--- config.mk ---
export PLATFORM = sky130hd
export DESIGN_NAME = uart_tx_param
export DESIGN_NICKNAME = d
export VERILOG_FILES = /design/src/rtl/uart_tx_param.sv
export SDC_FILE = /design/constraint.sdc
export NUM_CORES = 1
export LEC_CHECK = 0
export CAP_MARGIN = 10
export CORE_MARGIN = 2
export CORE_UTILIZATION = 45
export CTS_CLUSTER_SIZE = 12
export DETAILED_ROUTE_END_ITERATION = 10
export GPL_TIMING_DRIVEN = 0
export MAX_ROUTING_LAYER = met4
export PLACE_DENSITY = 0.69
export REMOVE_ABC_BUFFERS = 1
export SETUP_SLACK_MARGIN = 0.5
export SLEW_MARGIN = 20
export SYNTH_ARGS = -nofsm -noshare
export SYNTH_HDL_FRONTEND = slang
export SYNTH_SLANG_ARGS = --single-unit
--- constraint.sdc ---
create_clock -name clk -period 1.8 [get_ports clk]
set_input_delay 0.18 -clock clk [delete_from_list [all_inputs] [get_ports clk]]
set_output_delay 0.18 -clock clk [all_outputs]
set_load 0.01 [all_outputs]
--- src/rtl/uart_tx_param.sv ---
// Parameterized UART transmitter: start bit, DATA_BITS payload LSB first,
// optional even/odd parity, 1 or 2 stop bits. All outputs are registered.
module uart_tx_param #(
    parameter int DATA_BITS    = 8,
    parameter int CLKS_PER_BIT = 16,
    parameter int PARITY       = 0,
    parameter int STOP_BITS    = 1
) (
    input  logic                 clk,
    input  logic                 rst,
    input  logic                 start,
    input  logic [DATA_BITS-1:0] data_in,
    output logic                 data_out,
    output logic                 busy,
    output logic                 done
);

    localparam int CW = (CLKS_PER_BIT > 1) ? $clog2(CLKS_PER_BIT) : 1;
    localparam int IW = (DATA_BITS > 1) ? $clog2(DATA_BITS) : 1;

    localparam logic [2:0] IDLE  = 3'd0;
    localparam logic [2:0] START = 3'd1;
    localparam logic [2:0] DATA  = 3'd2;
    localparam logic [2:0] PAR   = 3'd3;
    localparam logic [2:0] STOP  = 3'd4;

    localparam logic [CW-1:0] CNT_LAST  = CW'(CLKS_PER_BIT - 1);
    localparam logic [IW-1:0] IDX_LAST  = IW'(DATA_BITS - 1);
    localparam logic          STOP_LAST = 1'(STOP_BITS - 1);

    logic [2:0]           state;
    logic [CW-1:0]        cnt;
    logic [IW-1:0]        idx;
    logic                 stop_idx;
    logic [DATA_BITS-1:0] shreg;
    logic                 par_bit;
    logic                 bit_end;

    assign bit_end = (cnt == CNT_LAST);

    always_ff @(posedge clk or posedge rst) begin
        if (rst) begin
            state    <= IDLE;
            cnt      <= '0;
            idx      <= '0;
            stop_idx <= 1'b0;
            shreg    <= '0;
            par_bit  <= 1'b0;
            data_out <= 1'b1;
            busy     <= 1'b0;
            done     <= 1'b0;
        end else begin
            done <= 1'b0;
            // Baud counter free-runs inside a frame; every state entry lands on a wrap.
            if (state != IDLE)
                cnt <= bit_end ? '0 : cnt + CW'(1);
            case (state)
                IDLE: begin
                    if (start) begin
                        shreg    <= data_in;
                        par_bit  <= (PARITY == 2) ? ~(^data_in) : ^data_in;
                        state    <= START;
                        cnt      <= '0;
                        data_out <= 1'b0;
                        busy     <= 1'b1;
                    end
                end
                START: begin
                    if (bit_end) begin
                        state    <= DATA;
                        idx      <= '0;
                        data_out <= shreg[0];
                    end
                end
                DATA: begin
                    if (bit_end) begin
                        if (idx == IDX_LAST) begin
                            if (PARITY != 0) begin
                                state    <= PAR;
                                data_out <= par_bit;
                            end else begin
                                state    <= STOP;
                                stop_idx <= 1'b0;
                                data_out <= 1'b1;
                            end
                        end else begin
                            idx      <= idx + IW'(1);
                            shreg    <= shreg >> 1;
                            data_out <= shreg[1];
                        end
                    end
                end
                PAR: begin
                    if (bit_end) begin
                        state    <= STOP;
                        stop_idx <= 1'b0;
                        data_out <= 1'b1;
                    end
                end
                STOP: begin
                    if (bit_end) begin
                        if (stop_idx == STOP_LAST) begin
                            state    <= IDLE;
                            busy     <= 1'b0;
                            done     <= 1'b1;
                            data_out <= 1'b1;
                        end else begin
                            stop_idx <= 1'b1;
                        end
                    end
                end
                default: begin
                    state    <= IDLE;
                    busy     <= 1'b0;
                    data_out <= 1'b1;
                end
            endcase
        end
    end

endmodule

# Yosys cells after proc, flatten, opt, wreduce, memory -nomap -nowiden
# Index checks and enable logic that the tools add are counted.
# totals
regBits	22
out_inout_bits	3
# classes
add_sub_neg	2
eq_ne	14
muxes	41
bitwise_logic	1
reduce_logical	12
# op_table
cell	count
$mux 3	10
$mux 8	3
$mux 1	18
$mux 4	4
$ne 2x2->1 const B	8
$pmux 8 s2	1
$pmux 3 s5	1
$reduce_and 4->1	3
$reduce_and 7->1	1
$eq 3x2->1 const B	2
$eq 3x3->1 const B	2
$pmux 1 s3	2
$pmux 3 s2	1
$reduce_and 6->1	1
$reduce_bool 3->1	2
$pmux 1 s5	1
$reduce_and 5->1	1
$add 4x1->4 const B	1
$eq 4x4->1 const B	1
$reduce_bool 2->1	2
$add 3x1->3 const B	1
$eq 3x1->1 const B	1
$logic_not 3->1	1
$reduce_or 3->1	1
$not 1->1	1

# Depth between registers and ports, before layout
# Gate-level depths: netlist of run 1.
# logic_depth
depth_word	5
depth_mapped	5
depth_no_buf	5

# Least setup slack after synthesis of run 1
# Ideal clock, no wire load.
# synth_timing
path_kind	register to register
start	register idx[0]
end	register idx[0]
setup_ns	0.128
arrival_ns	1.750
required_ns	1.672
setup_slack_ns	-0.078
path_stages_with_launch	6
path_buffers	0
synth_period_minus_slack_ns	1.878
path_cell_list	dfrtp_1 ha_1 ha_1 or3b_1 a211o_1 mux2_1
# synth_via
elab_chain_len	4
# synth_lines
item	line	rtl
start, declared	33	logic [IW-1:0] idx;
start signal, assigned	87	idx <= idx + IW'(1);
$add 3x1->3	87	
$mux 3	77	if (idx == IDX_LAST) begin
$mux 3	76	if (bit_end) begin
$pmux 3 s2	57	case (state)
# Several ways; a longest one is shown, not always the timed one. The select of a mux whose other input is x is not followed.
# A chain may end at the register's enable or synchronous reset.

# Final worst setup path of run 1
# layout_timing
start	register idx[1]
end	register idx[1]
# The elaborated chain is that of the path after synthesis.

==> flow_summary.yaml, run 1 <==
logic_synthesis:
  synthArstFlopShare_pct: 100
  synth.cell_area_um2: 1190
  synth_commonest_cells: "dfrtp_1, inv_1, o22ai_1"
  synth.distinct_cells: 38
  yosys_warnings: 0
  yosysSeqAreaShare_pct: 44.4
  yosys_register_bits: 21
  synth_flop_cell: "dfrtp_1"
  syn_avg_cell_area_um2: 9.80
  synth_top_area_share_pct: 42.2
  synth_edf_count: 0
  yosysTopAreaCell: "dfrtp_1"
  netlist_instances: 121
  synth.most_common_cell: "dfrtp_1"
  synthTopCellsByArea: "dfrtp_1, a32oi_1, o22ai_1, inv_1, ha_1"
routing:
  wl_met3_um: 86
  first_iter_violations: 14
  route.detailed.wl_per_inst_um: 14.8
  wirelength_mm: 2.63
  vias_per_cell: 5.54
  ant_nets: 0
  num_vias: 987
  drtPass1Iterations: 4
  met2WireLength_mm: 1.32
  highest_layer: "met4"
  met1_length_mm: 1.20
  drc: 0
floorplan:
  io_pins: 14
  die_w_um: 55.3
  start_util_pct: 47.9
  row_count: 18
  die_h_um: 55.3
  core_area_um2: 2480
  dieArea_um2: 3060
cells_and_area:
  drive_above_1_share_pct: 38.5
  synthToLayoutAreaGrowth_pct: 36.6
  n_fill_cell: 196
  nNetsFinal: 163
  multiInputGateArea_um2: 706
  diodes: 0
  seq_area_um2: 531
clocking:
  cts.sinks: 21
  cts_buffers: 3
  cts_tree: "built"
  cts-root-buf: "clkbuf_4"
  clockBufferDepth: 2
  cts_hold_buf: 0
  htreeDepth: 1
  clkTransAtPathRegs_ps: 130
  worstSkewPairLatency_ps: 300
sta:
  min_period_over_period_pct: 103
  fin_crit_ps: 1850
  fmax_mhz: 540
  rsz0062_at_grt: "true"
  slew_viol_final: 0
  clock_skew_ps: 6.87
  fin_setup_tns_ps: -147
  worstMarginPinSlew_ps: 790
  hold_viol: 0
  maxSlewHeadroom_pct: 47.3
  hold_ws_ps: 300
  setup_viol: 3
  fin_ws_ps: -53.1
critical_path:
  endpoint_kind: "flop"
  cp.arrival_ps: 2050
  critPathLaunchType: "flop"
  critPathMaxFanout: 3
  ff2ff_setup_slack_ps: -50
  cp.required_ps: 2000
  path_class: "reg -> reg"
power_and_ir_drop:
  powerDensity_nw_per_um2: 458
  power.leakage_nw: 0.706
  peakVddDrop_uv: 371
global_route:
  grt_pass1_vias: 961
  antenna_found_initial: 0
  grt_max_degree: 22
  grt_overflow: 0
  grt_pass1_wl_mm: 4.28
  grt_usage_pct: 17.7
placed_design:
  routabilityCongestion: 0.754
  hpwl_mm: 1.43
  portBuffers: 13
run:
  maxCapViolCount: 0
run_status:
  status: "finished, violations left"
  failed_checks: "setup timing"
min_path:
  hold_class: "in -> async"
[final timing paths]
check | from | endpoint | depth (start not counted)
min in group clk | data_in[7] | shreg[7] | 3
min | rst | shreg[6] | 2
max reg2reg | idx[1] | idx[1] | 5
max in group asynchronous | rst | state[1] | 2
min reg2reg | shreg[7] | shreg[7] | 2
max | idx[1] | idx[1] | 5
[layout by cell type (no fill, tap or decap), types with 2 or more instances in the layout]
cell type and n:
dfrtp_1 17, buf_4 13, inv_1 12, clkdlybuf4s50_1 10
a32oi_1 7, o22ai_2 6, a21oi_1 6, and2_1 5
and3_1 4, mux2_4 4, nand2_1 4, o21ai_2 4
nand3_1 4, buf_6 4, nor2_1 3, clkbuf_4 3
dfrtp_2 3, nand2b_1 2, or3b_1 2, o22ai_1 2
and2_2 2, ha_4 2, dlygate4sd2_1 2
[sequential cells by signal, summed over array words and instances (netlist names)]
register / count
state: 3
done: 1
cnt: 4
idx: 3
shreg: 8
data_out: 1
busy: 1
[per-stage QoR]
stage	cells	area, µm²	setup WS (ps)	utilization [%]	power [mW]
2_1_floorplan	113	1130	-77.6	-	0.488
3_3_place_gp	156	1300	-153	52.5	0.514
3_5_place_dp	156	1300	-184	52.5	0.514
6_report	178	1620	-53.1	65.4	0.741
4_1_cts	174	1540	-52.2	62.0	0.745
5_1_grt	178	1620	-107	65.4	0.766
[cell type report]
type | count | share of cell area, %
Clock buffer | 4 | 1.62
Inverter | 12 | 2.78
Multi-Input combinational cell | 80 | 43.6
Sequential cell | 21 | 32.7
Tap cell | 30 | 2.32
Timing Repair Buffer | 31 | 17.0
[report_power, final]
part / switching [mW] / internal (mW) / leakage (nW)
sequential: 0 / 0.472 / 0.245
clock: 0.151 / 0.0863 / 0.0150
combinational: 0.0125 / 0.0194 / 0.446
[metal layers]
metal,vias to the layer above,track usage [%]
met5,-,-
met4,0,5.23
met1,476,24.0
met3,2,2.11
li1,491,-
met2,18,27.9
[worst max-delay path, cell delays in order, from the launching register on]
cell and delay, ps:
dfrtp_1 400, ha_2 200, ha_4 150, or3b_1 340, a211o_1 330, mux2_4 320
[kinds of logic after synthesis]
kind of cell / Yosys count / synth area share, %
simple gates: 37 / 18.5
flops: 21 / 44.4
compound gates: 36 / 21.6
mux: 4 / 4.11
buf+inv: 20 / 8.23
fa+ha+maj: 3 / 3.16
[what timing repair did]
| item | CTS | global route |
|---|---|---|
| cloned | 0 | 0 |
| pin swaps | 8 | 8 |
| resized for setup | 32 | 13 |
| endpoints found under the hold margin | 0 | 0 |
| setup endpoints to repair | 23 | 19 |
| setup buffers | 14 | 4 |
No activity file was read; power rests on OpenSTA's default activity.
==> inputs of run 2 (changes only) <==
- CAP_MARGIN: 10 -> unset
==> results of run 2 <==
The final DEF is identical to that of run 1; final timing and power are the same.
==> inputs of run 3 (changes only) <==
- CORE_MARGIN: 2 -> 4
==> run 3 against run 2 <==
  * The run still ends with setup timing left
  * Utilization is 1.1 points lower
  * Sequential power hardly changed
  * Clock power is 2% lower
  * Die area is 15% higher
  * Power is 0.38% lower
  * First-iteration DRC count is 64% higher
  * Register-to-register slack hardly changed
  * Largest cell class unchanged
==> flow_summary.yaml, run 3 (synthesized netlist as in run 1, its figures left out) <==
cells_and_area:
  seq_area_um2: 531
  nNetsFinal: 160
  largest_reg_flops: 8
  drive_above_1_share_pct: 39.3
  n_fill_cell: 193
  regMostFlops: "shreg"
  stdcell_area_um2: 1610
  diodes: 0
  top_regs: "shreg: 8 flops, cnt: 4 flops"
  final_cell_mix: "dfrtp_1, inv_1, buf_4"
  multiInputGateArea_um2: 716
  layout_commonest_cell: "dfrtp_1"
  synthToLayoutAreaGrowth_pct: 35.5
  fin_cells: 175
clocking:
  worstSkewPairLatency_ps: 300
  htreeDepth: 1
  clockBufferDepth: 2
  cts-root-buf: "clkbuf_4"
  cts.sinks: 21
  clkTransAtPathRegs_ps: 130
  cts_tree: "built"
  cts_buffers: 3
routing:
  drtPass1Iterations: 4
  route.detailed.wl_per_inst_um: 15.2
  num_vias: 1023
  wirelength_mm: 2.66
  first_iter_violations: 23
  vias_per_cell: 5.85
  drc: 0
  ant_nets: 0
floorplan:
  die_h_um: 59.3
  io_pins: 14
  core_area_um2: 2500
  start_util_pct: 47.4
  row_count: 18
  dieArea_um2: 3520
  die_w_um: 59.3
placed_design:
  placed_area_um2: 1300
  portBuffers: 13
  hpwl_mm: 1.61
  dp.cells: 156
  pre_cts_slack_ps: -184
  routabilityCongestion: 0.773
sta:
  slew_viol_final: 0
  fin_crit_ps: 1860
  fmax_mhz: 539
  fin_ws_ps: -55.7
  hold_viol: 0
  setup_viol: 3
  clock_skew_ps: 5.63
  maxSlewHeadroom_pct: 45.6
  min_period_over_period_pct: 103
  worstMarginPinSlew_ps: 814
  fin_setup_tns_ps: -148
  hold_ws_ps: 318
  rsz0062_at_grt: "true"
critical_path:
  critPathMaxFanout: 3
  critPathLaunchType: "flop"
  timing.rr.start: "idx[1]"
  path_class: "reg -> reg"
  r2r-end: "idx[1]"
  r2r_cells: 5
  endpoint_kind: "flop"
  ff2ff_setup_slack_ps: -60
  cp.arrival_ps: 2050
  cp.required_ps: 2000
power_and_ir_drop:
  peakVddDrop_uv: 336
  power.leakage_nw: 0.694
  powerDensity_nw_per_um2: 459
run:
  maxCapViolCount: 0
global_route:
  grt_pass1_vias: 1063
  grt_max_degree: 22
  grt_pass1_wl_mm: 4.71
  grt_usage_pct: 17.9
  grt_overflow: 0
  antenna_found_initial: 0
run_status:
  failed_checks: "setup timing"
  status: "finished, violations left"
min_path:
  hold_class: "in -> async"
==> run 3: worst max-delay path: stages, from the launching register on <==
cell	delay, ps
dfrtp_1	400
ha_2	200
ha_4	150
or3b_1	340
a211o_1	340
mux2_4	320
==> run 3: worst max path at each step <==
stage / endpoint / start
after floorplan: idx[0] / idx[0]
after global placement: idx[1] / idx[0]
after detailed placement: idx[1] / idx[0]
after CTS: idx[1] / idx[1]
after global routing: idx[0] / idx[1]
final: idx[1] / idx[1]
==> run 3: repair_timing <==
item                       in CTS  in global routing
buffers inserted               15                  0
setup endpoints to repair      23                 20
hold buffers                    0                  0
pin swaps                       6                  3
resized for setup              35                 11
==> run 3: metal layers <==
layer  GRT usage, %  wire, µm  share of wire, %
met5              -         0                 0
met3           2.61       153               5.8
met2           29.6      1300                49
met4           5.18        29               1.1
met1           22.5      1180                44
==> run 3: area by class of cell <==
cell class,count,share of cell area [%]
clock buffers,4,1.63
inverters,12,2.80
multi-input cells,80,44.5
flip-flops and latches,21,33.0
well taps,30,2.33
repair buffers,28,15.7
==> run 3: per-stage QoR <==
stage / power (mW) / utilization (%)
final: 0.739 / 64.3
after global placement: 0.514 / 52.1
after CTS: 0.742 / 63.1
after global routing: 0.767 / 64.3
after floorplan: 0.488 / -
after detailed placement: 0.514 / 52.1
==> run 3: report_power, final <==
part / total [mW] / switching (mW) / internal (mW)
Combinational: 0.0325 / 0.0130 / 0.0195
Clock: 0.234 / 0.148 / 0.0863
Sequential: 0.472 / 0 / 0.472
Total: 0.739 / 0.161 / 0.578
